$ cat src/rtl/score_scan.sv
// Four-digit BCD score counter with saturation, plus a multiplexed scan driver
// that shows a per-frame snapshot of the score on digits 3..0 with leading-zero blanking.
module score_scan #(
  parameter int REFRESH_DIV = 100000
) (
  input  logic        clk,
  input  logic        rst_n,
  input  logic        inc,
  input  logic        clear,
  input  logic        blank_en,
  output logic [3:0]  number,
  output logic [7:0]  AN,
  output logic [15:0] score,
  output logic        sat
);

  localparam int CNT_W = (REFRESH_DIV > 2) ? $clog2(REFRESH_DIV) : 1;
  localparam logic [CNT_W-1:0] CNT_MAX = CNT_W'(REFRESH_DIV - 1);

  // Decimal increment that holds at 9999; any nibble at or above 9 rolls to 0.
  function automatic logic [15:0] bcd_inc_sat(input logic [15:0] v);
    logic [15:0] r;
    logic        carry;
    r     = v;
    carry = 1'b1;
    if (v != 16'h9999) begin
      for (int i = 0; i < 4; i++) begin
        if (carry) begin
          if (r[4*i +: 4] >= 4'd9) begin
            r[4*i +: 4] = 4'd0;
          end else begin
            r[4*i +: 4] = r[4*i +: 4] + 4'd1;
            carry       = 1'b0;
          end
        end
      end
    end
    return r;
  endfunction

  // Position k blanks when it and every more significant nibble are zero; digit 0 never blanks.
  function automatic logic digit_blank(input logic [15:0] s, input logic [1:0] k);
    return (k != 2'd0) && ((s >> {k, 2'b00}) == 16'h0000);
  endfunction

  logic [CNT_W-1:0] cnt, cnt_nxt;
  logic             tick;
  logic [1:0]       idx, idx_nxt;
  logic [15:0]      snap, snap_nxt;
  logic [15:0]      score_nxt;
  logic [3:0]       an_lo;
  logic [7:0]       an_nxt;

  always_comb begin
    tick      = (cnt == CNT_MAX);
    cnt_nxt   = tick ? '0 : cnt + 1'b1;
    score_nxt = score;
    if (clear)
      score_nxt = 16'h0000;
    else if (inc)
      score_nxt = bcd_inc_sat(score);
    idx_nxt  = idx + 2'd1;
    snap_nxt = (idx == 2'd3) ? score : snap;
    an_lo    = ~(4'b0001 << idx_nxt);
    if (blank_en && digit_blank(snap_nxt, idx_nxt))
      an_lo = 4'hF;
    an_nxt = {4'hF, an_lo};
  end

  always_ff @(posedge clk or negedge rst_n) begin
    if (!rst_n) begin
      cnt    <= '0;
      score  <= 16'h0000;
      sat    <= 1'b0;
      idx    <= 2'd0;
      snap   <= 16'h0000;
      number <= 4'h0;
      AN     <= 8'b1111_1110;
    end else begin
      cnt   <= cnt_nxt;
      score <= score_nxt;
      sat   <= (score_nxt == 16'h9999);
      // Scan outputs move together on the slot boundary so number and AN never disagree.
      if (tick) begin
        idx    <= idx_nxt;
        snap   <= snap_nxt;
        number <= snap_nxt[{idx_nxt, 2'b00} +: 4];
        AN     <= an_nxt;
      end
    end
  end

endmodule

$ cat config.mk
export PLATFORM = sky130hd
export DESIGN_NAME = score_scan
export DESIGN_NICKNAME = d
export VERILOG_FILES = /design/src/rtl/score_scan.sv
export SDC_FILE = /design/constraint.sdc
export NUM_CORES = 1
export LEC_CHECK = 0
export CORE_UTILIZATION = 64
export CTS_BUF_LIST = sky130_fd_sc_hd__clkbuf_4
export CTS_CLUSTER_DIAMETER = 100
export DETAILED_ROUTE_END_ITERATION = 8
export GPL_TIMING_DRIVEN = 0
export PLACE_DENSITY_LB_ADDON = 0.2
export SLEW_MARGIN = 10
export SYNTH_ARGS = -nofsm -noshare
export SYNTH_HDL_FRONTEND = slang
export SYNTH_SLANG_ARGS = --single-unit
$ cat constraint.sdc
create_clock -name clk -period 4.75 [get_ports clk]
set_input_delay 1.1875 -clock clk [delete_from_list [all_inputs] [get_ports clk]]
set_output_delay 1.1875 -clock clk [all_outputs]
set_load 0.005 [all_outputs]
==> results_tabular.tex <==
\begin{tabular}{lr}
\hline
Metric & Value \\
\hline
\multicolumn{2}{l}{\textbf{Status}} \\
Result of the run & completed \\
\multicolumn{2}{l}{\textbf{Clocking}} \\
Count of buffers added by post-CTS timing repair for setup & 0 \\
Number of buffers created by CTS & 9 \\
Root Buffer Master & clkbuf\_4 \\
Number of buffers inserted by hold repair at cts & 0 \\
Quantity of gates resized following cts & 0 \\
CTS Buffer Depth & 2 \\
Insertion delay to the later sink of the worst-skew pair & 410 ps \\
Clock slew seen by the registers of the worst setup and hold paths & 110 ps \\
Htree depth & 3 \\
TritonCTS clock tree & built \\
Total clock sinks & 60 \\
\multicolumn{2}{l}{\textbf{Synthesis}} \\
Share of async-settable or async-resettable flops after synthesis & 1.000 \\
Count of warnings emitted by yosys & 0 \\
Number of instances in the synthesized netlist & 330 \\
Number of enable-type register cells in the synthesized netlist & 0 \\
Number of unique standard cell types used by synthesis & 54 \\
Total standard cell area after synthesis & 3428 um2 \\
Synth top area share & 0.4161 \\
Post-synthesis share of cell area spent on full adders, half adders and majority gates & 0.06204 \\
Number of flip-flops and latches in the synthesized netlist & 60 \\
Sequential cell area fraction in the yosys report & 0.4391 \\
Main combinational cell family by area after synthesis & simple AND/OR/NAND/NOR gates \\
Dominant cell type by area after synthesis & dfrtp\_1 \\
Complex-gate fraction of the synthesized area & 0.09416 \\
Post-synthesis xor/xnor area fraction & 0.04343 \\
Most instantiated flip-flop cell in the synthesis netlist & dfrtp\_1 \\
Simple logic cell fraction of the synthesized area & 0.1971 \\
Mean instance size in the synthesized netlist & 10.39 um2 \\
Mux share of post-synthesis cell area & 0.1190 \\
Dominant cells by area after synthesis & dfrtp\_1 (42\%), ha\_1 (6.2\%), mux2\_2 (5.3\%) \\
\multicolumn{2}{l}{\textbf{Hold path}} \\
Tightest Hold Check Type & flip-flop to flip-flop \\
\multicolumn{2}{l}{\textbf{Timing}} \\
Max Clk Rate & 320.1 MHz \\
Aggregate negative setup slack & 0 ps \\
Worst Tran Pin Value & 740.0 ps \\
Hold violation count in the final report & 0 \\
Number of slew-limit violations in the final report & 0 \\
Clock period minus final worst setup slack & 3124 ps \\
Setup repair after global routing missed its margin & no \\
Clock tree skew after final layout & 25.89 ps \\
Max transition margin & 0.5067 \\
Count of final setup violators & 0 \\
Part of the cycle the worst path needs & 0.6578 \\
\multicolumn{2}{l}{\textbf{Worst setup path}} \\
Critical path peak fanout & 6 \\
Slowest cell on the critical path & clkdlybuf4s50\_1 \\
Req. time, crit path & 5090 ps \\
Class of the most critical setup path & primary input to flip-flop \\
CP peak stage delay & 590 ps \\
Critical Path Start Type & primary input \\
Crit. End Element & flip-flop \\
Arrival time of the worst setup path & 3470 ps \\
Worst path cell trace & clkdlybuf4s50\_1 > and2\_1 > nand4\_1 > or4\_1 > a2111oi\_0 > o2111a\_1 \\
\multicolumn{2}{l}{\textbf{Global route}} \\
Total congestion overflow after global routing & 0 \\
Global-route usage over all layers & 0.2989 \\
Largest net degree at the start of global routing & 61 \\
First-pass GRT wire length & 12260 um \\
Number of global-route vias before repair & 2591 \\
Initial antenna violation count & 0 \\
\multicolumn{2}{l}{\textbf{Cells and area}} \\
Area added between synthesis and finish & 15.07\% \\
Count of filler cells inserted in the layout & 365 \\
Post-layout utilization of the core & 0.7675 \\
Register Area & 1505 um2 \\
Antenna cells & 0 \\
Number of nets in the layout & 395 \\
Footprint of the multi-input gates & 1783 um2 \\
Share of post-route cells with drive strength above 1 & 0.1561 \\
\multicolumn{2}{l}{\textbf{Power}} \\
Power per cell area & 229.2 nW/um2 \\
Max VDD drop & 0.1699 mV \\
Leakage power summed over all cells & 1.710 nW \\
\multicolumn{2}{l}{\textbf{Route}} \\
Via count & 2692 \\
First-pass DRT Iterations & 5 \\
Starting DRT DRC Count & 209 \\
Routed Wire Length & 7459 um \\
Routed via count divided by cell count & 6.009 \\
DRC violation count after routing & 0 \\
Remaining number of nets flagged by the antenna check after routing & 0 \\
Average wire length per cell after detail routing & 16.65 um \\
\multicolumn{2}{l}{\textbf{Place}} \\
Final weighted congestion in routability-driven placement & 0.8744 \\
\# port buffers & 29 \\
HPWL after detailed placement & 5187 um \\
\multicolumn{2}{l}{\textbf{Floorplanning}} \\
Number of placement rows & 26 \\
Initial core utilization & 0.6670 \\
Area enclosed by the die boundary & 5654 um2 \\
I/O pin cnt & 34 \\
Die extent in x & 75.19 um \\
Core footprint & 5140 um2 \\
Die Span Y & 75.19 um \\
\multicolumn{2}{l}{\textbf{Run}} \\
Number of maximum-capacitance constraint violations & 0 \\
\hline
\end{tabular}
[where the power goes]
group          internal (W)  switching [W]
Combinational     0.0000141      0.0000241
Clock              0.000161       0.000189
Sequential         0.000512     0.00000333
[cell usage after synthesis, drive strengths merged, types with 9 or more instances]
cell and number:
nor3 10, nand3 17, xnor2 10, a21oi 17, dfrtp 57, mux2 16
nand2 24, ha 17, nor2 25, clkbuf 10, buf 9, inv 13
o21ai 11
[critical path: cells and delay by family]
kind            cells  cell delay [ps]
buf+inv             1              590
compound gates      2              730
simple gates        3              950
[placed cells by master (no fill, tap or decap), types with 4 or more instances in the layout]
cell type / instances
xor2_1: 7
conb_1: 4
xnor2_1: 10
inv_1: 13
nor3_1: 9
clkbuf_1: 9
nor4_1: 6
o21ai_0: 11
nand2b_1: 4
mux2i_1: 7
buf_4: 6
nand2_1: 23
or4_1: 7
dfrtp_1: 57
nor2_1: 25
mux4_2: 7
clkdlybuf4s50_1: 28
clkbuf_4: 10
and2_1: 5
ha_1: 17
mux2_2: 16
nand3_1: 17
nand4_1: 5
a21oi_1: 17
[path summary, 6_finish.rpt]
| check | from | endpoint | slack (ps) | depth (start not counted) |
|---|---|---|---|---|
| setup / recovery | inc | sat | 1630 | 6 |
| hold / removal | cnt[11] | cnt[11] | 500 | 1 |
| setup reg to reg | idx[0] | AN[1] | 1830 | 9 |
| hold reg to reg | cnt[11] | cnt[11] | 500 | 1 |
| max in group asynchronous | rst_n | snap[11] | 3410 | 1 |
| min in group asynchronous | rst_n | score[1] | 830 | 1 |
[per-stage QoR]
stage,total power (W),worst slack (ps),cells,hold slack (ps),area [um2]
floorplan,0.0005426,2084,333,452.9,3440
global placement,0.0005633,643.9,432,463.5,3817
detailed placement,0.0005635,1245,432,474.9,3815
CTS,0.0009086,1671,448,499.3,3945
global route,0.0009353,1437,448,524.4,3945
finish,0.0009042,1626,448,501.6,3945
[sequential cells by signal, summed over array words and instances (netlist names)]
register,count
AN,4
cnt,17
idx,2
number,4
sat,1
score,16
snap,16
[cell families after synthesis]
logic type | count (synthesis)
other | 1
DFF | 60
buffers and inverters | 32
xor gates and xnor gates | 17
muxes | 30
and+or+nand+nor | 124
AOI/OAI and AO/OA | 49
adders and majority gates | 17
[metal layers]
metal  up-vias  global-route usage  part of all wire
li1       1286                   -                 -
met1      1276              0.4252              0.44
met2       111              0.4505              0.47
met3        19             0.05890             0.066
met4         0              0.1276             0.024
met5         -                   0                 0
[layout make-up]
type	instances	area share
tap	70	0.02220
multi-input combinational	241	0.4520
clock buffer	10	0.01903
timing repair buffer	29	0.07295
clock inverter	6	0.01395
buffer	19	0.02601
inverter	13	0.01237
sequential	60	0.3815
(Power assumes the default switching activity.)
